[config.mk]
export PLATFORM = sky130hd
export DESIGN_NAME = ck1_spi_master_flat
export DESIGN_NICKNAME = d
export VERILOG_FILES = /design/src/rtl/ck1_spi_master_if.sv /design/src/rtl/ck1_spi_master.sv /design/src/flat_wrapper.sv
export SDC_FILE = /design/constraint.sdc
export NUM_CORES = 1
export LEC_CHECK = 0
export CORE_MARGIN = 2
export CORE_UTILIZATION = 59
export CTS_CLUSTER_SIZE = 25
export DETAILED_ROUTE_END_ITERATION = 7
export PLACE_DENSITY = 0.93
export SKIP_CTS_REPAIR_TIMING = 1
export SYNTH_ARGS = -nofsm -noshare
export SYNTH_HDL_FRONTEND = slang
export SYNTH_SLANG_ARGS = --single-unit
[constraint.sdc]
create_clock -name clk -period 5.1 [get_ports clk]
set_input_delay 1.02 -clock clk [delete_from_list [all_inputs] [get_ports clk]]
set_output_delay 1.02 -clock clk [all_outputs]
set_load 0.05 [all_outputs]
[src/rtl/ck1_spi_master_if.sv]
// ck1_spi_master_if
//   Bundles the SPI pins and the host-side command/status signals of
//   ck1_spi_master.
//   master modport: the SPI master itself. It drives the SPI pins, the
//                   received byte and the ready flag, and it consumes the
//                   host strobes and spi_miso.
//   slave modport : the host/peripheral side, which is the mirror image.
//   Signals:
//     spi_ss, spi_sck, spi_mosi  SPI pins driven by the master
//     spi_miso                   SPI data returned by the device
//     spi_enable/_vld            select request and its strobe
//     spi_start                  start-transfer strobe
//     spi_tx_data/_vld           byte to send and its load strobe
//     spi_rx_data                last received byte
//     spi_ready                  idle flag; a transfer may start when it is 1
interface ck1_spi_master_if;
  logic       spi_ss;
  logic       spi_sck;
  logic       spi_mosi;
  logic       spi_miso;
  logic       spi_enable;
  logic       spi_enable_vld;
  logic       spi_start;
  logic [7:0] spi_tx_data;
  logic       spi_tx_data_vld;
  logic [7:0] spi_rx_data;
  logic       spi_ready;

  modport master (
    output spi_ss, spi_sck, spi_mosi, spi_rx_data, spi_ready,
    input  spi_miso, spi_enable, spi_enable_vld, spi_start,
           spi_tx_data, spi_tx_data_vld
  );

  modport slave (
    input  spi_ss, spi_sck, spi_mosi, spi_rx_data, spi_ready,
    output spi_miso, spi_enable, spi_enable_vld, spi_start,
           spi_tx_data, spi_tx_data_vld
  );
endinterface

[src/rtl/ck1_spi_master.sv]
// ck1_spi_master
//   Mode-0 SPI master that moves one byte per transfer, MSB first. Each
//   SCK half-period lasts HALF_PERIOD clk cycles. spi_ready is low for
//   exactly 16*HALF_PERIOD+1 cycles per transfer. The received byte is
//   published on the same edge on which spi_ready rises.
//   Ports:
//     clk      system clock; all state changes occur on its rising edge
//     reset_n  asynchronous, active-low reset
//     bus      ck1_spi_master_if.master: SPI pins plus host strobes/status
module ck1_spi_master #(
  parameter int HALF_PERIOD = 1
) (
  input  logic                   clk,
  input  logic                   reset_n,
  ck1_spi_master_if.master       bus
);

  typedef enum logic [1:0] {IDLE, SCK_LOW, SCK_HIGH, DONE} state_t;

  localparam logic [7:0] HALF_LAST = 8'(HALF_PERIOD - 1);

  state_t     state_reg,    state_next;
  logic [2:0] bit_cnt_reg,  bit_cnt_next;
  logic [7:0] half_cnt_reg, half_cnt_next;
  logic [7:0] tx_buf_reg,   tx_buf_next;
  logic [7:0] tx_shift_reg, tx_shift_next;
  logic [7:0] rx_shift_reg, rx_shift_next;
  logic [7:0] rx_data_reg,  rx_data_next;
  logic       ss_reg,       ss_next;
  logic       half_done;

  assign half_done = (half_cnt_reg == HALF_LAST);

  // State register
  always_ff @(posedge clk or negedge reset_n) begin
    if (!reset_n) begin
      state_reg    <= IDLE;
      bit_cnt_reg  <= 3'd0;
      half_cnt_reg <= 8'd0;
      tx_buf_reg   <= 8'd0;
      tx_shift_reg <= 8'd0;
      rx_shift_reg <= 8'd0;
      rx_data_reg  <= 8'd0;
      ss_reg       <= 1'b1;
    end else begin
      state_reg    <= state_next;
      bit_cnt_reg  <= bit_cnt_next;
      half_cnt_reg <= half_cnt_next;
      tx_buf_reg   <= tx_buf_next;
      tx_shift_reg <= tx_shift_next;
      rx_shift_reg <= rx_shift_next;
      rx_data_reg  <= rx_data_next;
      ss_reg       <= ss_next;
    end
  end

  // Next-state and datapath logic
  always_comb begin
    state_next    = state_reg;
    bit_cnt_next  = bit_cnt_reg;
    half_cnt_next = half_cnt_reg;
    tx_buf_next   = tx_buf_reg;
    tx_shift_next = tx_shift_reg;
    rx_shift_next = rx_shift_reg;
    rx_data_next  = rx_data_reg;
    // Slave select is independent of the transfer state machine.
    ss_next       = bus.spi_enable_vld ? ~bus.spi_enable : ss_reg;

    case (state_reg)
      IDLE: begin
        // The loaded byte lives in tx_buf so that a repeated start resends
        // it, even though the shift register has been consumed.
        if (bus.spi_tx_data_vld) begin
          tx_buf_next = bus.spi_tx_data;
        end
        if (bus.spi_start) begin
          state_next    = SCK_LOW;
          bit_cnt_next  = 3'd0;
          half_cnt_next = 8'd0;
          tx_shift_next = bus.spi_tx_data_vld ? bus.spi_tx_data : tx_buf_reg;
        end
      end
      SCK_LOW: begin
        if (half_done) begin
          half_cnt_next = 8'd0;
          state_next    = SCK_HIGH;
          rx_shift_next = {rx_shift_reg[6:0], bus.spi_miso};
        end else begin
          half_cnt_next = half_cnt_reg + 8'd1;
        end
      end
      SCK_HIGH: begin
        if (half_done) begin
          half_cnt_next = 8'd0;
          if (bit_cnt_reg == 3'd7) begin
            state_next = DONE;
          end else begin
            bit_cnt_next  = bit_cnt_reg + 3'd1;
            tx_shift_next = {tx_shift_reg[6:0], 1'b0};
            state_next    = SCK_LOW;
          end
        end else begin
          half_cnt_next = half_cnt_reg + 8'd1;
        end
      end
      DONE: begin
        rx_data_next = rx_shift_reg;
        state_next   = IDLE;
      end
      default: state_next = IDLE;
    endcase
  end

  // Outputs. SCK and ready are decoded from the registered state, so they
  // change on the same edges as the state itself. MOSI is the MSB of the
  // shift register, which only moves while SCK is low and is untouched
  // between transfers, so the last bit is held until the next start.
  always_comb begin
    bus.spi_sck     = (state_reg == SCK_HIGH);
    bus.spi_ready   = (state_reg == IDLE);
    bus.spi_mosi    = tx_shift_reg[7];
    bus.spi_ss      = ss_reg;
    bus.spi_rx_data = rx_data_reg;
  end

endmodule

[src/flat_wrapper.sv]
// flat-port wrapper written by rule: the top's interface ports become plain ports
module ck1_spi_master_flat 
#(
  parameter int HALF_PERIOD = 1
)
  (clk, reset_n, bus_spi_ss, bus_spi_sck, bus_spi_mosi, bus_spi_rx_data, bus_spi_ready, bus_spi_miso, bus_spi_enable, bus_spi_enable_vld, bus_spi_start, bus_spi_tx_data, bus_spi_tx_data_vld);
  ck1_spi_master_if bus_i ();
  input  logic clk;
  input  logic reset_n;
  output wire logic [$bits(bus_i.spi_ss)-1:0] bus_spi_ss;
  output wire logic [$bits(bus_i.spi_sck)-1:0] bus_spi_sck;
  output wire logic [$bits(bus_i.spi_mosi)-1:0] bus_spi_mosi;
  output wire logic [$bits(bus_i.spi_rx_data)-1:0] bus_spi_rx_data;
  output wire logic [$bits(bus_i.spi_ready)-1:0] bus_spi_ready;
  input wire logic [$bits(bus_i.spi_miso)-1:0] bus_spi_miso;
  input wire logic [$bits(bus_i.spi_enable)-1:0] bus_spi_enable;
  input wire logic [$bits(bus_i.spi_enable_vld)-1:0] bus_spi_enable_vld;
  input wire logic [$bits(bus_i.spi_start)-1:0] bus_spi_start;
  input wire logic [$bits(bus_i.spi_tx_data)-1:0] bus_spi_tx_data;
  input wire logic [$bits(bus_i.spi_tx_data_vld)-1:0] bus_spi_tx_data_vld;
  assign bus_spi_ss = bus_i.spi_ss;
  assign bus_spi_sck = bus_i.spi_sck;
  assign bus_spi_mosi = bus_i.spi_mosi;
  assign bus_spi_rx_data = bus_i.spi_rx_data;
  assign bus_spi_ready = bus_i.spi_ready;
  assign bus_i.spi_miso = bus_spi_miso;
  assign bus_i.spi_enable = bus_spi_enable;
  assign bus_i.spi_enable_vld = bus_spi_enable_vld;
  assign bus_i.spi_start = bus_spi_start;
  assign bus_i.spi_tx_data = bus_spi_tx_data;
  assign bus_i.spi_tx_data_vld = bus_spi_tx_data_vld;
  ck1_spi_master #(.HALF_PERIOD(HALF_PERIOD)) u_core (.clk(clk), .reset_n(reset_n), .bus(bus_i));
endmodule
==> results.md, run 1 <==
Outcome:
- The run finished with clean final reports.

Floorplanning:
- 27 I/O pins were placed.
- Measured along the x axis, the die boundary spans 64.8 µm.
- The row count is 22.
- The core footprint is ~3600 µm².
- For this configuration, the core starts out at a cell density of 0.605.
- The die extent in y is 64.8 µm.
- The die covers around 4200 µm².

Global route:
- The global-route total usage across every layer is 0.199.
- The wire length of the first global-routing pass is around 6300 µm.
- Entering global routing, the biggest net connects 47 pins.
- The via count of the first global-routing pass is 1401.
- The number of antenna violations at the first check in global routing is 0.
- The sum of overflow across all layers after global routing is 0.

Hold path:
- The worst hold path terminates at u_core.bus.spi_ss.
- Counting instances, the worst hold path has a depth of 2.
- In this run the most critical hold path is launched from u_core.bus.spi_ss.
- The class of the tightest hold or removal check is flip-flop to flip-flop.

Route:
- The number of routed nets with antenna violations is 0.
- The total length of routed wires is ~3500 µm.
- The number of design rule violations left after detail routing is 0.
- The routed layout has 1399 vias.
- Before antenna repair, the detailed router went through 4 iterations.
- The via density per instance is 5.49.
- The detail-routed net length per standard cell is 13.8 µm.
- The detailed router finished its first iteration with 99 violations.

Clock tree:
- The count of clock tree sinks is 46.
- Counting the buffers created by CTS gives 5.
- The H-tree was split into 2 levels.
- The later pin in the worst-skew pair is clocked with a latency of about 0.30 ns.
- Clock-pin slew was measured on the worst setup and hold paths at roughly 0.09 ns.
- The CTS tree is done.
- The clock passes through at most 2 buffers.
- The root buffer cell is sky130_fd_sc_hd__clkbuf_8.

Timing:
- The relative slew slack is 0.349.
- The measured slew at the worst slew-check pin is 0.976 ns.
- For this run, the top clock speed supported by timing is 295 MHz.
- Setup repair after global routing left no endpoint under its margin.
- The worst hold slack across all endpoints is 0.476 ns.
- The number of pins exceeding their max-slew limit in the final report was 0.
- The aggregate negative setup slack is 0 ns.
- The final worst clock skew is 0.00788 ns.
- The total count of hold-check failures in the final report was 0.
- The worst path needs 3.39 ns of the cycle, external delays included.
- Dividing the final minimum period by the clock period gives 0.664.
- The total of endpoints with negative setup slack in the final report is 0.
- The final setup slack of the worst path is 1.71 ns.

Logic synthesis:
- The Yosys step of the flow raised 0 warnings.
- The register area share after synthesis is 0.528.
- In this run the cell area of the synthesized design comes to ~2200 µm².
- Dividing the synthesized area by the synthesized cell count gives 12.2 µm².
- The number of distinct library cells after synthesis is 29.
- The synthesized design contains 46 register bits.
- The number of nets handed over by synthesis was approximately 200.
- The number of standard cells after synthesis is about 180.

Run:
- The max-cap violation count is 0.

Setup path:
- At the worst endpoint, the required time is 4.08 ns.
- In this run the critical register-to-register path is launched from u_core.state_reg[0].
- The kind of capture point of the worst setup path is an output port.
- Of all nets on the critical path, the largest fanout is 23.
- In this run the register-to-register setup slack is between 2 and 2.5 ns.
- The endpoint identified for the worst register-to-register timing path is u_core.tx_shift_reg[4].
- The worst register-to-register path has a depth of 5.
- The arrival time reported for the critical path endpoint is 2.37 ns.
- STA classifies the critical path startpoint as a flip-flop.
- The type of the worst setup path is flip-flop to output port.

Place:
- Routability-driven placement finished with a final weighted congestion of approximately 0.84.
- Detailed placement ended at an HPWL of 2480 µm.
- In this run, placement finished with an instance count of 247.
- During placement, the flow inserted port buffers numbering 26.
- The setup slack after placement is 2.05 ns.

Power:
- The worst supply voltage drop on vdd is 316 µV.
- The analysis attributes to cell leakage a power of 1.13 nW.
- Dividing total power by cell area gives a power density of 637 nW/µm².

Final layout:
- The relative area change from synthesis to final layout is 17.2%.
- At the end of the flow, the number of nets in the layout was around 230.
- The repair_antennas step left the layout with diodes totalling 0.
- In the final layout, the share of cells above drive strength 1 is 0.217.
- The non-filler instance count after layout is 255.
==> layout make-up <==
class,count,area (µm²)
multi-input combinational,117,961
clock inverter,3,21.3
tap,48,60.1
fill,249,1050
clock buffer,5,68.8
timing repair buffer,26,255
inverter,10,37.5
sequential,46,1150
==> Yosys cell counts, drive strengths merged <==
library cell,number,share of area
o21ai,10,0.023
nor2,9,0.015
nand4,5,0.014
mux2i,12,0.055
nor4b,1,0.0040
xor2,3,0.012
inv,10,0.017
nand4b,1,0.0040
or2,1,0.0029
a32oi,1,0.0040
a21oi,4,0.0092
o31ai,1,0.0034
xnor2,2,0.0080
nand2b,1,0.0029
mux2,32,0.17
buf,1,0.0052
nor2b,2,0.0057
nor4,1,0.0098
dfstp,1,0.012
a211oi,2,0.0092
clkbuf,5,0.0086
and3,2,0.0057
o32ai,1,0.0040
a2bb2oi,2,0.0080
nand3,2,0.0046
ha,8,0.046
nand2,14,0.024
dfrtp,45,0.52
==> critical path, cell delays in order (launching register included) <==
cell,delay (ns)
sky130_fd_sc_hd__dfrtp_1,0.42
sky130_fd_sc_hd__inv_1,0.11
sky130_fd_sc_hd__ha_1,0.60
sky130_fd_sc_hd__clkdlybuf4s50_1,0.93
==> per-stage QoR <==
stage               power [W]   util  instance area [µm²]
floorplan             0.00123      -                 2180
global placement      0.00139  0.684                 2470
detailed placement    0.00142  0.684                 2470
CTS                   0.00164  0.709                 2560
global route          0.00175  0.709                 2560
finish                0.00163  0.709                 2560
==> routing by layer <==
| metal | global-route usage | wire (µm) | share of wire | vias to the layer above |
|---|---|---|---|---|
| met5 | 0 | 0 | 0 | - |
| met4 | 0.0931 | 61 | 0.017 | 0 |
| met3 | 0.0503 | 176 | 0.050 | 7 |
| met2 | 0.309 | 1630 | 0.47 | 34 |
| met1 | 0.261 | 1640 | 0.47 | 675 |
| li1 | - | - | - | 683 |
==> report_power, final <==
group / total, W / switching [W] / internal (W)
combinational: 0.000812 / 0.000450 / 0.000362
sequential: 0.000599 / 0.0000816 / 0.000518
clock: 0.000216 / 0.000120 / 0.0000962
total: 0.00163 / 0.000652 / 0.000976
==> placed cells by master (no fill, tap or decap), types with 2 or more instances in the layout <==
master,Yosys,layout
sky130_fd_sc_hd__mux2_2,32,32
sky130_fd_sc_hd__nor2_1,9,9
sky130_fd_sc_hd__nand2_1,14,14
sky130_fd_sc_hd__inv_1,10,10
sky130_fd_sc_hd__nand4_1,5,5
sky130_fd_sc_hd__xnor2_1,2,2
sky130_fd_sc_hd__dfrtp_1,45,45
sky130_fd_sc_hd__clkdlybuf4s50_1,0,25
sky130_fd_sc_hd__and3_1,2,2
sky130_fd_sc_hd__nand3_1,2,2
sky130_fd_sc_hd__a21oi_1,4,4
sky130_fd_sc_hd__a2bb2oi_1,2,2
sky130_fd_sc_hd__o21ai_0,10,10
sky130_fd_sc_hd__ha_1,8,8
sky130_fd_sc_hd__nor2b_1,2,2
sky130_fd_sc_hd__clkbuf_8,0,5
sky130_fd_sc_hd__mux2i_1,12,12
sky130_fd_sc_hd__xor2_1,3,3
==> cells by family (layout without fill, tap and decap cells) <==
kind of cell,Yosys count,after routing,share of synthesized area
DFF,46,46,0.528
muxes,44,44,0.220
and+or+nand+nor,39,39,0.0935
AOI/OAI and AO/OA,21,21,0.0608
buffers and inverters,16,44,0.0310
adders and majority gates,8,8,0.0459
xor gates and xnor gates,5,5,0.0201
==> worst max-delay path by stage <==
stage                         from               endpoint  slack [ns]  cells past startpoint
5_1_grt        u_core.state_reg[0]            bus_spi_sck        1.59                      3
2_1_floorplan  u_core.state_reg[0]  u_core.bit_cnt_reg[0]        2.83                      7
3_5_place_dp   u_core.state_reg[0]            bus_spi_sck        2.05                      3
4_1_cts        u_core.state_reg[0]            bus_spi_sck        1.72                      3
3_3_place_gp   u_core.state_reg[0]            bus_spi_sck        2.09                      3
6_report       u_core.state_reg[0]            bus_spi_sck        1.71                      3
Power figures use the tool's default switching activity.
==> run 2, diff against run 1 <==
--- a/config.mk
+++ b/config.mk
@@ -6,10 +6,10 @@
 export NUM_CORES = 1
 export LEC_CHECK = 0
 export CORE_MARGIN = 2
-export CORE_UTILIZATION = 59
+export CORE_UTILIZATION = 49
 export CTS_CLUSTER_SIZE = 25
 export DETAILED_ROUTE_END_ITERATION = 7
-export PLACE_DENSITY = 0.93
+export PLACE_DENSITY = 0.84
 export SKIP_CTS_REPAIR_TIMING = 1
 export SYNTH_ARGS = -nofsm -noshare
 export SYNTH_HDL_FRONTEND = slang
==> constraint.sdc (replaced) <==
create_clock -name clk -period 2.9 [get_ports clk]
set_input_delay 0.58 -clock clk [delete_from_list [all_inputs] [get_ports clk]]
set_output_delay 0.58 -clock clk [all_outputs]
set_load 0.05 [all_outputs]
==> run 2 against run 1 <==
Sequential power up 75%. Critical path depth unchanged. Worst hold slack worse by 0.020 ns. Combinational power up 79%. Setup slack worse by 1.5 ns. Final cell count up 2.4%. Critical path type unchanged. Largest power group unchanged.
==> results.md, run 2 (synthesis gave the netlist of run 1 again) <==
Clock tree:
- The CTS tree is done (unchanged).
- The count of clock tree sinks is 46 (unchanged).
- The clock insertion delay at the later pin of the skew report is 0.28 ns (was 0.30 ns).
- The root buffer cell is sky130_fd_sc_hd__clkbuf_8 (unchanged).
- The register clock-pin slew on the reported worst setup and hold paths is 0.08 ns (was 0.09 ns).
- The H-tree depth reported by CTS is 2 (unchanged).
- The number of buffers created by CTS came to 5 (unchanged).
- The maximum number of buffers from clock root to sink came to 2 (unchanged).

Final layout:
- The most common cell after layout, fill and taps aside is sky130_fd_sc_hd__dfrtp_1 (unchanged).
- Commonest cells after routing, fill and taps aside: sky130_fd_sc_hd__dfrtp_1 (45), sky130_fd_sc_hd__mux2_2 (32), sky130_fd_sc_hd__clkdlybuf4s50_1 (25) (unchanged).
- The net count reported at finish is 231 (was 229).
- The fraction of layout instances using a drive strength above 1 came to 0.225 (was 0.217).
- The antenna cell count is 0 (unchanged).
- The final non-filler cell area is 2630 µm² (was 2560 µm²).
- The relative area change from synthesis to final layout is 20.5% (was 17.2%).

Timing:
- The final setup slack of the worst path is 0.254 ns (was 1.71 ns).
- The aggregate negative setup slack is 0 ns (unchanged).
- The highest clock rate is 378 MHz.
- The total count of hold-check failures in the final report is 0 (unchanged).
- The relative slew slack was 0.340 (was 0.349).
- Unrepaired setup endpoints after global routing: no (unchanged).
- The measured slew at the worst slew-check pin came to 0.990 ns (was 0.976 ns).
- The number of pins exceeding their max-slew limit in the final report is 0 (unchanged).
- The share of the clock period used by the worst path after layout is 0.912.
- The final worst clock skew is 0.00450 ns (was 0.00788 ns).
- The smallest clock period supported by the final layout is computed as between 2 and 3 ns.
- The total of endpoints with negative setup slack in the final report is 0 (unchanged).

Floorplanning:
- The row count is 24 (was 22).
- The width of the die came to 70.7 µm (was 64.8 µm).
- The die footprint is 5000 µm² (was 4200 µm²).
- The number of top-level pins is 27 (unchanged).
- The die extent in y is 70.7 µm (was 64.8 µm).
- The core footprint is 4320 µm² (was 3610 µm²).
- The starting utilization of the core area came to 0.504 (was 0.605).

Global route:
- The wire length of the first global-routing pass is 6490 µm (was 6320 µm).
- The met3 routing resource usage after global routing was 0.0399 (was 0.0503).
- The maximum number of pins on one net before global-route repair is 47 (unchanged).
- The number of antenna violations at the first check in global routing is 0 (unchanged).
- The sum of overflow across all layers after global routing is 0 (unchanged).
- The global-route total usage across every layer came to 0.162 (was 0.199).
- The met1 layer usage reported by global route is 0.227 (was 0.261).
- The layer carrying the most global-route usage is met2 (unchanged).
- The met2 track demand over resource was 0.252 (was 0.309).
- The via count of the first global-routing pass is 1424 (was 1401).

Hold path:
- The class of the tightest hold or removal check is input port to asynchronous set/reset pin (was flip-flop to flip-flop).

Route:
- The via density per instance came to 5.33 (was 5.49).
- The number of design rule violations left after detail routing is 0 (unchanged).
- The detail-routed net length per standard cell was 13.5 µm (was 13.8 µm).
- The total length of routed wires is 3530 µm (was 3510 µm).
- The total number of vias came to 1390 (was 1399).
- The first-pass iteration count of the detailed router is 4 (unchanged).
- The number of design-rule violations left by the first detailed-router iteration is 64 (was 99).
- The number of routed nets with antenna violations is 0 (unchanged).

Place:
- The count of input and output buffers came to 26 (unchanged).
- The setup slack after placement is 0.574 ns (was 2.05 ns).
- The placer congestion estimate is 0.819 (was 0.844).
- The total half-perimeter wirelength after legalization and detailed placement was 2550 µm (was 2480 µm).
- The placement-stage cell area is 2490 µm² (was 2470 µm²).

Setup path:
- The top fanout value on the critical path is 10 (was 23).
- The startpoint of the worst register-to-register path was u_core.state_reg[0] (unchanged).
- The type of the worst setup path is flip-flop to output port (unchanged).
- The required time reported for the critical path endpoint is 2.32 ns (was 4.08 ns).
- The launching instance or port of the critical path is u_core.state_reg[0] (unchanged).
- The arrival time reported for the critical path endpoint came to 2.07 ns (was 2.37 ns).
- The nature of the critical path startpoint is a flip-flop (unchanged).
- The worst setup slack for register-to-register paths is 0.91 ns (was 2.45 ns).
- The kind of capture point of the worst setup path is an output port (unchanged).

Power:
- The total leakage power is 1.17 nW (was 1.13 nW).
- The power density over the cells is 1170 nW/µm² (was 637 nW/µm²).
- The worst supply voltage drop on vdd came to 693 µV (was 316 µV).

Run:
- The max-cap violation count is 0 (unchanged).

Outcome:
- Run status: finished clean (unchanged).
-- run 2: where the power goes --
| group | leakage (nW) | switching (W) | total, W | internal (W) |
|---|---|---|---|---|
| Clock | 0.0714 | 0.000198 | 0.000565 | 0.000367 |
| Sequential | 0.570 | 0.000142 | 0.00105 | 0.000910 |
| Combinational | 0.527 | 0.000795 | 0.00145 | 0.000654 |
| Total | 1.17 | 0.00114 | 0.00307 | 0.00193 |
-- run 2: critical path, cell delays in order (launching register included) --
cell and delay [ns]:
sky130_fd_sc_hd__dfrtp_1 0.42, sky130_fd_sc_hd__inv_1 0.12, sky130_fd_sc_hd__ha_1 0.38, sky130_fd_sc_hd__clkdlybuf4s50_1 0.87
-- run 2: final cells by class --
cell class / instances / area, µm²
clock inverters: 2 / 60.1
multi-input cells: 117 / 961
flip-flops and latches: 46 / 1150
repair buffers: 28 / 270
fillers: 363 / 1700
inverters: 10 / 37.5
well taps: 52 / 65.1
clock buffers: 6 / 82.6
-- run 2: final timing paths --
check | depth (start not counted) | to
setup / recovery | 3 | bus_spi_ready
max in group asynchronous | 1 | u_core.rx_shift_reg[3]
hold / removal | 1 | u_core.tx_buf_reg[6]
hold reg to reg | 2 | u_core.bus.spi_ss
min in group clk | 2 | u_core.bus.spi_ss
setup reg to reg | 7 | u_core.tx_shift_reg[3]
-- run 2: routing by layer --
metal | wire, µm | vias up
li1 | - | 687
met1 | 1710 | 682
met2 | 1680 | 19
met3 | 109 | 2
met4 | 34 | 0
met5 | 0 | -
-- run 2: metrics by stage --
stage	util	total power (W)	hold slack [ns]	instances
after detailed placement	0.575	0.00252	0.473	253
after floorplan	-	0.00215	0.284	179
after global placement	0.575	0.00248	0.453	253
after global routing	0.608	0.00328	0.501	261
after CTS	0.608	0.00310	0.483	261
final	0.608	0.00307	0.456	261
==> run 3, diff against run 2 <==
--- a/config.mk
+++ b/config.mk
@@ -5,6 +5,9 @@
 export SDC_FILE = /design/constraint.sdc
 export NUM_CORES = 1
 export LEC_CHECK = 0
+export ABC_CLOCK_PERIOD_IN_PS = 2900
+export CAP_MARGIN = 20
+export CORE_ASPECT_RATIO = 0.7
 export CORE_MARGIN = 2
 export CORE_UTILIZATION = 49
 export CTS_CLUSTER_SIZE = 25
==> run 3 against run 2 <==
Final cell count increased by 1.5%. Cell area fell by 0.33%. Maximum frequency down 0.67%. Largest cell class unchanged. Non-clock buffer count increased by 1. Utilization up 0.079 points. Die area rose by 0.16%. Critical path depth unchanged. Combinational power barely moved. Power is 2.3% lower. Global-route usage increased by 0.92 points. Via count increased by 2.2%.
==> results.md, run 3 (synthesis gave the netlist of run 1 again) <==
Timing:
- The worst hold slack across all endpoints came to 0.210 ns (was 0.456 ns).
- The total count of hold-check failures in the final report is 0 (unchanged).
- The highest clock rate is 375 MHz (was 378 MHz).
- The number of pins exceeding their max-slew limit in the final report is 0 (unchanged).
- The final worst clock skew is 0.00285 ns (was 0.00450 ns).
- The relative slew slack came to 0.659 (was 0.340).
- The final setup slack of the worst path came to 0.236 ns (was 0.254 ns).
- The measured slew at the worst slew-check pin came to 0.510 ns (was 0.990 ns).
- The final critical path time including I/O delays and setup was 2.66 ns (was 2.65 ns).
- The total of endpoints with negative setup slack in the final report came to 0 (unchanged).
- The aggregate negative setup slack is 0 ns (unchanged).
- Unrepaired setup endpoints after global routing: no (unchanged).
- The share of the clock period used by the worst path after layout came to 0.919 (was 0.912).

Global route:
- The wire length of the first global-routing pass is 6710 µm (was 6490 µm).
- The maximum number of pins on one net before global-route repair is 47 (unchanged).
- The global-route total usage across every layer is 0.171 (was 0.162).
- The number of antenna violations at the first check in global routing is 0 (unchanged).
- The sum of overflow across all layers after global routing is 0 (unchanged).
- The via count of the first global-routing pass is 1413 (was 1424).

Setup path:
- The startpoint of the worst register-to-register path is u_core.state_reg[0] (unchanged).
- The worst setup slack for register-to-register paths was 0.93 ns (was 0.91 ns).
- The maximum cell stage delay along the critical path is 0.88 ns (was 0.87 ns).
- The launching instance or port of the critical path is u_core.state_reg[1] (was u_core.state_reg[0]).
- The type of the worst setup path was flip-flop to output port (unchanged).
- The top fanout value on the critical path is 10 (unchanged).
- The number of cell instances on the worst register-to-register path is 7 (unchanged).
- The arrival time reported for the critical path endpoint is 2.08 ns (was 2.07 ns).
- The required time reported for the critical path endpoint came to 2.32 ns (about the same).
- The nature of the critical path startpoint was a flip-flop (unchanged).
- Critical path, cell by cell: inv_1 > ha_1 > clkdlybuf4s50_1 (unchanged).
- The critical path endpoint is bus_spi_ready (unchanged).
- The kind of capture point of the worst setup path is an output port (unchanged).
- The cell at the slowest stage of the critical path is sky130_fd_sc_hd__clkdlybuf4s50_1 (unchanged).
- The endpoint of the worst-slack reg-to-reg timing path is u_core.tx_shift_reg[5] (was u_core.tx_shift_reg[3]).

Final layout:
- The net count reported at finish is 232 (was 231).
- The relative area change from synthesis to final layout was 20.1% (was 20.5%).
- The most common cell after layout, fill and taps aside is sky130_fd_sc_hd__dfrtp_1 (unchanged).
- The fraction of layout instances using a drive strength above 1 is 0.224 (was 0.225).
- Commonest cells after routing, fill and taps aside: sky130_fd_sc_hd__dfrtp_1 (45), sky130_fd_sc_hd__mux2_2 (32), sky130_fd_sc_hd__clkdlybuf4s50_1 (25) (unchanged).
- The final non-filler cell area came to 2620 µm² (was 2630 µm²).
- The antenna cell count is 0 (unchanged).

Clock tree:
- The number of buffers created by CTS came to 5 (unchanged).
- The H-tree depth reported by CTS is 2 (unchanged).
- The count of clock tree sinks is 46 (unchanged).
- The clock insertion delay at the later pin of the skew report is 0.29 ns (was 0.28 ns).
- The root buffer cell is sky130_fd_sc_hd__clkbuf_8 (unchanged).
- The register clock-pin slew on the reported worst setup and hold paths is 0.08 ns (about the same).
- The maximum number of buffers from clock root to sink is 2 (unchanged).
- The CTS tree was done (unchanged).

Floorplanning:
- The die extent in y is 59.8 µm (was 70.7 µm).
- The row count came to 20 (was 24).
- The number of top-level pins is 27 (unchanged).
- The core footprint was 4300 µm² (was 4320 µm²).
- The width of the die was 83.7 µm (was 70.7 µm).
- The die footprint is 5010 µm² (was 5000 µm²).
- The starting utilization of the core area is 0.507 (was 0.504).

Power:
- The total leakage power was 1.16 nW (was 1.17 nW).
- The worst supply voltage drop on vdd was 734 µV (was 693 µV).
- The total power is 0.00300 W (was 0.00307 W).
- The power density over the cells is 1140 nW/µm² (was 1170 nW/µm²).

Route:
- The number of design-rule violations left by the first detailed-router iteration is 66 (was 64).
- The detail-routed net length per standard cell is 14.4 µm (was 13.5 µm).
- The total length of routed wires came to 3810 µm (was 3530 µm).
- The first-pass iteration count of the detailed router is 4 (unchanged).
- The total number of vias is 1420 (was 1390).
- The number of design rule violations left after detail routing is 0 (unchanged).
- The via density per instance was 5.36 (was 5.33).
- The number of routed nets with antenna violations came to 0 (unchanged).

Place:
- The placement-stage cell area is 2490 µm² (about the same).
- The setup slack after placement is 0.565 ns (was 0.574 ns).
- The placer congestion estimate was 0.810 (was 0.819).
- The total half-perimeter wirelength after legalization and detailed placement is 2710 µm (was 2550 µm).
- The count of input and output buffers is 26 (unchanged).

Outcome:
- Run status: finished clean (unchanged).

Hold path:
- The class of the tightest hold or removal check is input port to asynchronous set/reset pin (unchanged).

Run:
- The max-cap violation count is 0 (unchanged).
[run 3: changes by cell type in the layout (fill, tap and decap cells not counted)]
cell,delta
sky130_fd_sc_hd__clkinvlp_4,+1
sky130_fd_sc_hd__clkbuf_1,+1
sky130_fd_sc_hd__buf_12,+1
sky130_fd_sc_hd__clkbuf_8,-1
sky130_fd_sc_hd__bufinv_16,-1
[run 3: area by class of cell]
cell class              instances  area (µm²)
clock buffers                   6        72.6
clock inverters                 2        37.5
fillers                       360        1680
inverters                      10        37.5
multi-input cells             117         961
flip-flops and latches         46        1150
well taps                      55        68.8
repair buffers                 29         290
[run 3: power breakdown]
group	leakage (nW)	switching (W)	total, W	internal [W]
combinational	0.536	0.000812	0.00147	0.000659
clock	0.0514	0.000206	0.000463	0.000257
sequential	0.570	0.000153	0.00106	0.000910
[run 3: worst max-delay path, delay by kind of cell, from the launching register on]
family / cells / cell delay, ns
buffers and inverters: 2 / 1.00
adders and majority gates: 1 / 0.38
DFF: 1 / 0.42
[run 3: how the worst min path moves through the flow]
| stage | slack [ns] | end | from |
|---|---|---|---|
| 5_1_grt | 0.22 | u_core.bus.spi_rx_data[5] | reset_n |
| 6_report | 0.21 | u_core.tx_buf_reg[1] | reset_n |
| 3_3_place_gp | 0.46 | u_core.bus.spi_ss | u_core.bus.spi_ss |
| 3_5_place_dp | 0.46 | u_core.bus.spi_ss | u_core.bus.spi_ss |
| 4_1_cts | 0.47 | u_core.bus.spi_ss | u_core.bus.spi_ss |
| 2_1_floorplan | 0.28 | u_core.bit_cnt_reg[0] | reset_n |
[run 3: layer usage]
layer / routed length (µm) / global-route usage / vias to the layer above
li1: - / - / 692
met1: 1880 / 0.228 / 706
met2: 1780 / 0.274 / 17
met3: 91 / 0.0428 / 5
met4: 53 / 0.0668 / 0
met5: 0 / 0 / -
[run 3: metrics by stage]
| stage | utilization | cells |
|---|---|---|
| 5_1_grt | 0.609 | 265 |
| 3_5_place_dp | 0.578 | 256 |
| 2_1_floorplan | - | 179 |
| 4_1_cts | 0.604 | 264 |
| 6_report | 0.609 | 265 |
| 3_3_place_gp | 0.578 | 256 |
==> RTL change 1: new RTL, config.mk and constraints of run 1 <==
Encoding of `state_t`: now one-hot (4 bits for 4 states).
--- a/src/rtl/ck1_spi_master.sv
+++ b/src/rtl/ck1_spi_master.sv
@@ -16,5 +16,5 @@
 );
 
-  typedef enum logic [1:0] {IDLE, SCK_LOW, SCK_HIGH, DONE} state_t;
+  typedef enum logic [3:0] {IDLE = 4'b0001, SCK_LOW = 4'b0010, SCK_HIGH = 4'b0100, DONE = 4'b1000} state_t;
 
   localparam logic [7:0] HALF_LAST = 8'(HALF_PERIOD - 1);
Check against the original RTL: no difference found for any inputs over 10 cycles, from zero or initial values and one cycle with reset_n low; not proved beyond that.
==> RTL change 1 against run 1 <==
- via count is 3.6% higher
- sequential cell count grew 2
- cell area rose by 4.2%
- hold slack gained 0.0064 ns
- count of clock-buffer cells in the layout is 1 higher
- routed wire length rose by 15%
- setup slack got worse by 0.040 ns
- register-to-register slack better by 0.49 ns
- power fell by 23%
- area after synthesis grew 5.9%
- clock power is 8% higher
- maximum frequency fell by 1.2%
- critical path type unchanged
- critical endpoint unchanged
- largest power group is now sequential cells
==> RTL change 1: results (changes against run 1) <==
worst_setup_path:
  startpoint: "u_core.state_reg[1]"  # was u_core.state_reg[0]
  path_max_fanout: 16  # was 23
  arrival_ns: 2.41  # was 2.37 ns
  rrSetupSlack_ns: 2.94  # was 2.45 ns
  reg2reg_depth: 4  # was 5
  r2r-end: "u_core.half_cnt_reg[3]"  # was u_core.tx_shift_reg[4]
placement:
  gp_congestion: 0.878  # was 0.844
  dpl.hpwl_mm: 2.83  # was 2.48 mm
  port_buffers: 26  # unchanged
  dpl_worst_slack_ns: 2.01  # was 2.05 ns
logic_synthesis:
  ys_types: 46  # was 29
  yosysSeqAreaShare_pct: 52.1  # was 52.8%
  ys.flop_type: "dfrtp_1"  # unchanged
  synthTopCellsByArea: "dfrtp_1 50%, mux2_2 12%, mux2i_1 5.2%"  # was dfrtp_1 52%, mux2_2 17%, mux2i_1 5.5%
  synth_commonest_cells: "46 x dfrtp_1, 24 x mux2_2, 13 x nand2_1"  # was 45 x dfrtp_1, 32 x mux2_2, 14 x nand2_1
  syn-num-nets: 201  # was 202
  async_flop_share_pct: 100  # unchanged
clock_tree:
  numCtsBuffers: 5  # unchanged
  cts_htree_levels: 2  # unchanged
  clockBufferDepth: 2  # unchanged
global_route:
  grt_pass1_wl_mm: 6.89  # was 6.32 mm
  grt_max_degree: 49  # was 47
  grt_pass1_vias: 1446  # was 1401
  grt_usage_pct: 20.8  # was 19.9%
pwr:
  p_leak_nw: 1.18  # was 1.13 nW
  vdd_ir_drop_max_mv: 0.277  # was 0.316 mV
hold_path:
  hold_start: "u_core.bus.spi_ss"  # unchanged
  hold_end: "u_core.bus.spi_ss"  # unchanged
  worstHoldPathCells: 2  # unchanged
  hp-class: "reg -> reg"  # unchanged
finish:
  drive_gt1_share_pct: 23.9  # was 21.7%
  num-nets-final: 228  # was 229
routing:
  wirelength_mm: 4.04  # was 3.51 mm
  vias: 1449  # was 1399
  drtIter0Drc: 120  # was 99
  first_pass_iters: 4  # unchanged
timing:
  tightestPinTransition_ns: 1.15  # was 0.976 ns
  fin_worst_skew_ns: 0.00336  # was 0.00788 ns
  whs_ns: 0.482  # was 0.476 ns
run_status:
  outcome: "finished, final reports clean"  # unchanged
==> RTL change 1: through the flow <==
| step | power (mW) | cells | instance area, um^2 |
|---|---|---|---|
| 2_1_floorplan | 0.936 | 182 | 2310 |
| 3_3_place_gp | 1.00 | 250 | 2570 |
| 3_5_place_dp | 1.02 | 250 | 2570 |
| 4_1_cts | 1.26 | 257 | 2660 |
| 5_1_grt | 1.33 | 257 | 2660 |
| 6_report | 1.25 | 257 | 2660 |
==> RTL change 1: worst max path at each step <==
stage / to / cells after the start / slack, ns
after floorplan: bus_spi_ready / 1 / 2.40
after global placement: bus_spi_sck / 3 / 2.03
after detailed placement: bus_spi_sck / 3 / 2.01
after CTS: bus_spi_sck / 3 / 1.66
after global routing: bus_spi_sck / 3 / 1.60
final: bus_spi_sck / 3 / 1.67
==> RTL change 1: critical path, stage by stage (launching register included) <==
cell	delay (ns)
dfrtp_1	0.50
or4b_4	0.64
inv_6	0.15
clkdlybuf4s50_1	0.82
==> RTL change 1: where the power goes <==
| part | leakage [nW] | total (mW) | internal, mW | switching, mW |
|---|---|---|---|---|
| registers | 0.617 | 0.573 | 0.491 | 0.0818 |
| logic | 0.520 | 0.449 | 0.226 | 0.223 |
| clock network | 0.0473 | 0.233 | 0.108 | 0.125 |
| total | 1.18 | 1.25 | 0.825 | 0.430 |
==> RTL change 1: cell type report <==
type	count	area [um^2]
inverters	9	38.8
repair buffers	26	255
clock buffers	6	82.6
multi-input cells	119	1010
fillers	255	1050
clock inverters	1	8.76
well taps	48	60.1
flip-flops and latches	48	1200
==> RTL change 1: logic make-up (layout without fill, tap and decap cells) <==
family                   after synthesis  in the layout  share of synthesized area (%)
multiplexers                          42             42                           20.8
flip-flops                            48             48                           52.1
buffers and inverters                 15             42                           3.90
AO/OA/AOI/OAI                         25             25                           6.88
AND/OR/NAND/NOR                       45             45                           13.0
adder cells (fa/ha/maj)                4              4                           2.17
XOR/XNOR                               3              3                           1.14
==> RTL change 1: layer usage <==
metal | GRT usage, % | wire length, um | vias to the layer above
li1 | - | - | 704
met3 | 5.07 | 160 | 7
met1 | 30.9 | 1980 | 705
met4 | 6.12 | 40 | 0
met5 | 0 | 0 | -
met2 | 30.5 | 1860 | 33
==> RTL change 2: new RTL, config.mk and constraints of run 1 <==
Made on the original files. `tx_buf_reg`, `tx_shift_reg`, `rx_shift_reg` and `rx_data_reg` no longer have a reset.
--- a/src/rtl/ck1_spi_master.sv
+++ b/src/rtl/ck1_spi_master.sv
@@ -38,8 +38,4 @@
       bit_cnt_reg  <= 3'd0;
       half_cnt_reg <= 8'd0;
-      tx_buf_reg   <= 8'd0;
-      tx_shift_reg <= 8'd0;
-      rx_shift_reg <= 8'd0;
-      rx_data_reg  <= 8'd0;
       ss_reg       <= 1'b1;
     end else begin
@@ -47,10 +43,13 @@
       bit_cnt_reg  <= bit_cnt_next;
       half_cnt_reg <= half_cnt_next;
-      tx_buf_reg   <= tx_buf_next;
-      tx_shift_reg <= tx_shift_next;
-      rx_shift_reg <= rx_shift_next;
-      rx_data_reg  <= rx_data_next;
       ss_reg       <= ss_next;
     end
+  end
+
+  always_ff @(posedge clk) begin
+    tx_buf_reg   <= tx_buf_next;
+    tx_shift_reg <= tx_shift_next;
+    rx_shift_reg <= rx_shift_next;
+    rx_data_reg  <= rx_data_next;
   end
 
Formal check against the unedited RTL: not equivalent (a bounded check fails within 4 cycles, from zero or initial values and one cycle with reset_n low).
==> RTL change 2 against run 1 <==
- critical endpoint is now bus_spi_ready
- routed wire length down 2.2%
- final cell count fell by 16%
- core utilization rose by 0.50 points
- power is 19% lower
- sequential cell count stayed put
- first-iteration DRC count is 59% lower
- setup slack lost 0.049 ns
- register-to-register slack gained 0.04 ns
- area after synthesis down 8.0%
- die area is 7.5% lower
- cell area down 7.5%
- largest cell class unchanged
- sequential share of layout area increased by 10 points
- via count fell by 15%
==> RTL change 2: results (changes against run 1) <==
worst_setup_path:
  path_max_fanout: 15  # was 23
  arrival_ns: 2.42  # was 2.37 ns
clock_tree:
  clkTransAtPathRegs_ns: 0.14  # was 0.09 ns
  clock_latency_ns: 0.36  # was 0.30 ns
  cts-root-buf: "clkbuf_4"  # was clkbuf_8
  clockBufferDepth: 2  # unchanged
global_route:
  grt_max_degree: 16  # was 47
  grt_pass1_wl_mm: 5.83  # was 6.32 mm
  grt_usage_pct: 19.8  # was 19.9%
  grt_pass1_vias: 1240  # was 1401
logic_synthesis:
  synth_compound_area_share_pct: 5.30  # was 6.08%
  yosysSeqAreaShare_pct: 65.4  # was 52.8%
  ys_types: 36  # was 29
  synthXorXnorAreaFrac_pct: 2.18  # was 2.01%
  synth.area.mux_share_pct: 10.5  # was 22.0%
  synth_top_family_by_area: "multiplexers"  # unchanged
  synth_commonest_cells: "32 x edfxtp_1, 16 x mux2_2, 13 x dfrtp_1"  # was 45 x dfrtp_1, 32 x mux2_2, 14 x nand2_1
  synthAdderAreaFrac_pct: 4.99  # was 4.59%
  syn-num-nets: 161  # was 202
  synth-edff-count: 32  # was 0
  synthTopCellsByArea: "edfxtp_1 48%, dfrtp_1 16%, mux2_2 9.0%"  # was dfrtp_1 52%, mux2_2 17%, mux2i_1 5.5%
placement:
  dpl.cell_count: 207  # was 247
  gp_congestion: 0.841  # was 0.844
  dpl.hpwl_mm: 2.54  # was 2.48 mm
finish:
  fin_cells: 215  # was 255
  num-nets-final: 191  # was 229
  filler_cell_count: 251  # was 249
  drive_gt1_share_pct: 17.8  # was 21.7%
run_status:
  outcome: "finished, final reports clean"  # unchanged
pwr:
  switching_share_pct: 37.2  # was 40.0%
  vdd_ir_drop_max_mv: 0.281  # was 0.316 mV
  p_leak_nw: 0.904  # was 1.13 nW
routing:
  drtIter0Drc: 41  # was 99
  viasPerCell: 5.53  # was 5.49
  wirelength_mm: 3.43  # was 3.51 mm
timing:
  fin_worst_skew_ns: 0.0119  # was 0.00788 ns
  tightestPinTransition_ns: 0.710  # was 0.976 ns
==> RTL change 2: cell count changes after synthesis, moves of 4 or more <==
cell      before  now
dfrtp_1       45   13
edfxtp_1       0   32
mux2_2        32   16
mux2i_1       12    3
o21ai_0       10    2
nand2_1       14    9
clkbuf_1       5    1
==> RTL change 2: metal layers <==
layer	global-route usage, %	share of wire (%)	vias to the layer above
met5	0	0	-
met3	5.43	4.4	6
met4	7.78	1.8	0
met1	22.9	40	591
met2	35.1	54	29
li1	-	-	563
==> RTL change 2: kinds of logic after synthesis <==
kind of cell | count (synthesis)
compound gates | 15
xor+xnor | 5
fa+ha+maj | 8
buf+inv | 13
flops | 46
mux | 19
simple gates | 32
==> RTL change 2: cell type report <==
class                   instances  area [um^2]  share of cell area (%)
clock buffers                   5         37.5                    1.59
repair buffers                 26          260                    11.0
flip-flops and latches         46         1310                    55.5
well taps                      46         57.6                    2.44
clock inverters                 3         21.3                   0.900
inverters                      10         37.5                    1.59
multi-input cells              79          637                    26.9
==> RTL change 2: critical path, delay by kind of cell (launching register included) <==
kind / cells / cell delay (ns)
buffers and inverters: 2 / 1.05
adder cells (fa/ha/maj): 1 / 0.57
flip-flops: 1 / 0.43
==> RTL change 2: final timing paths <==
path / startpoint / to / slack (ns) / cells past startpoint
worst max register to register: u_core.half_cnt_reg[1] / u_core.tx_shift_reg[4] / 2.49 / 6
worst max-delay path: u_core.state_reg[0] / bus_spi_ready / 1.66 / 3
max in group asynchronous: reset_n / u_core.bit_cnt_reg[1] / 3.62 / 1
worst min-delay path: u_core.rx_shift_reg[7] / u_core.bus.spi_rx_data[7] / 0.46 / 0
min in group asynchronous: reset_n / u_core.half_cnt_reg[4] / 1.05 / 1
worst min register to register: u_core.rx_shift_reg[7] / u_core.bus.spi_rx_data[7] / 0.46 / 0
==> RTL change 2: stage by stage <==
step / hold WS, ns / instance area, um^2 / worst slack [ns] / utilization [%]
floorplan: 0.400 / 2010 / 2.81 / -
global placement: 0.406 / 2300 / 2.15 / 69.6
detailed placement: 0.435 / 2300 / 2.06 / 69.6
CTS: 0.463 / 2360 / 1.64 / 71.4
global route: 0.465 / 2360 / 1.50 / 71.4
finish: 0.456 / 2360 / 1.66 / 71.4
==> RTL change 2: power by group through the flow <==
stage / sequential, mW / combinational (mW) / clock [mW]
6_report: 0.656 / 0.497 / 0.169
3_3_place_gp: 0.649 / 0.472 / 0
4_1_cts: 0.658 / 0.503 / 0.173
3_5_place_dp: 0.667 / 0.501 / 0
5_1_grt: 0.669 / 0.541 / 0.190
2_1_floorplan: 0.714 / 0.307 / 0
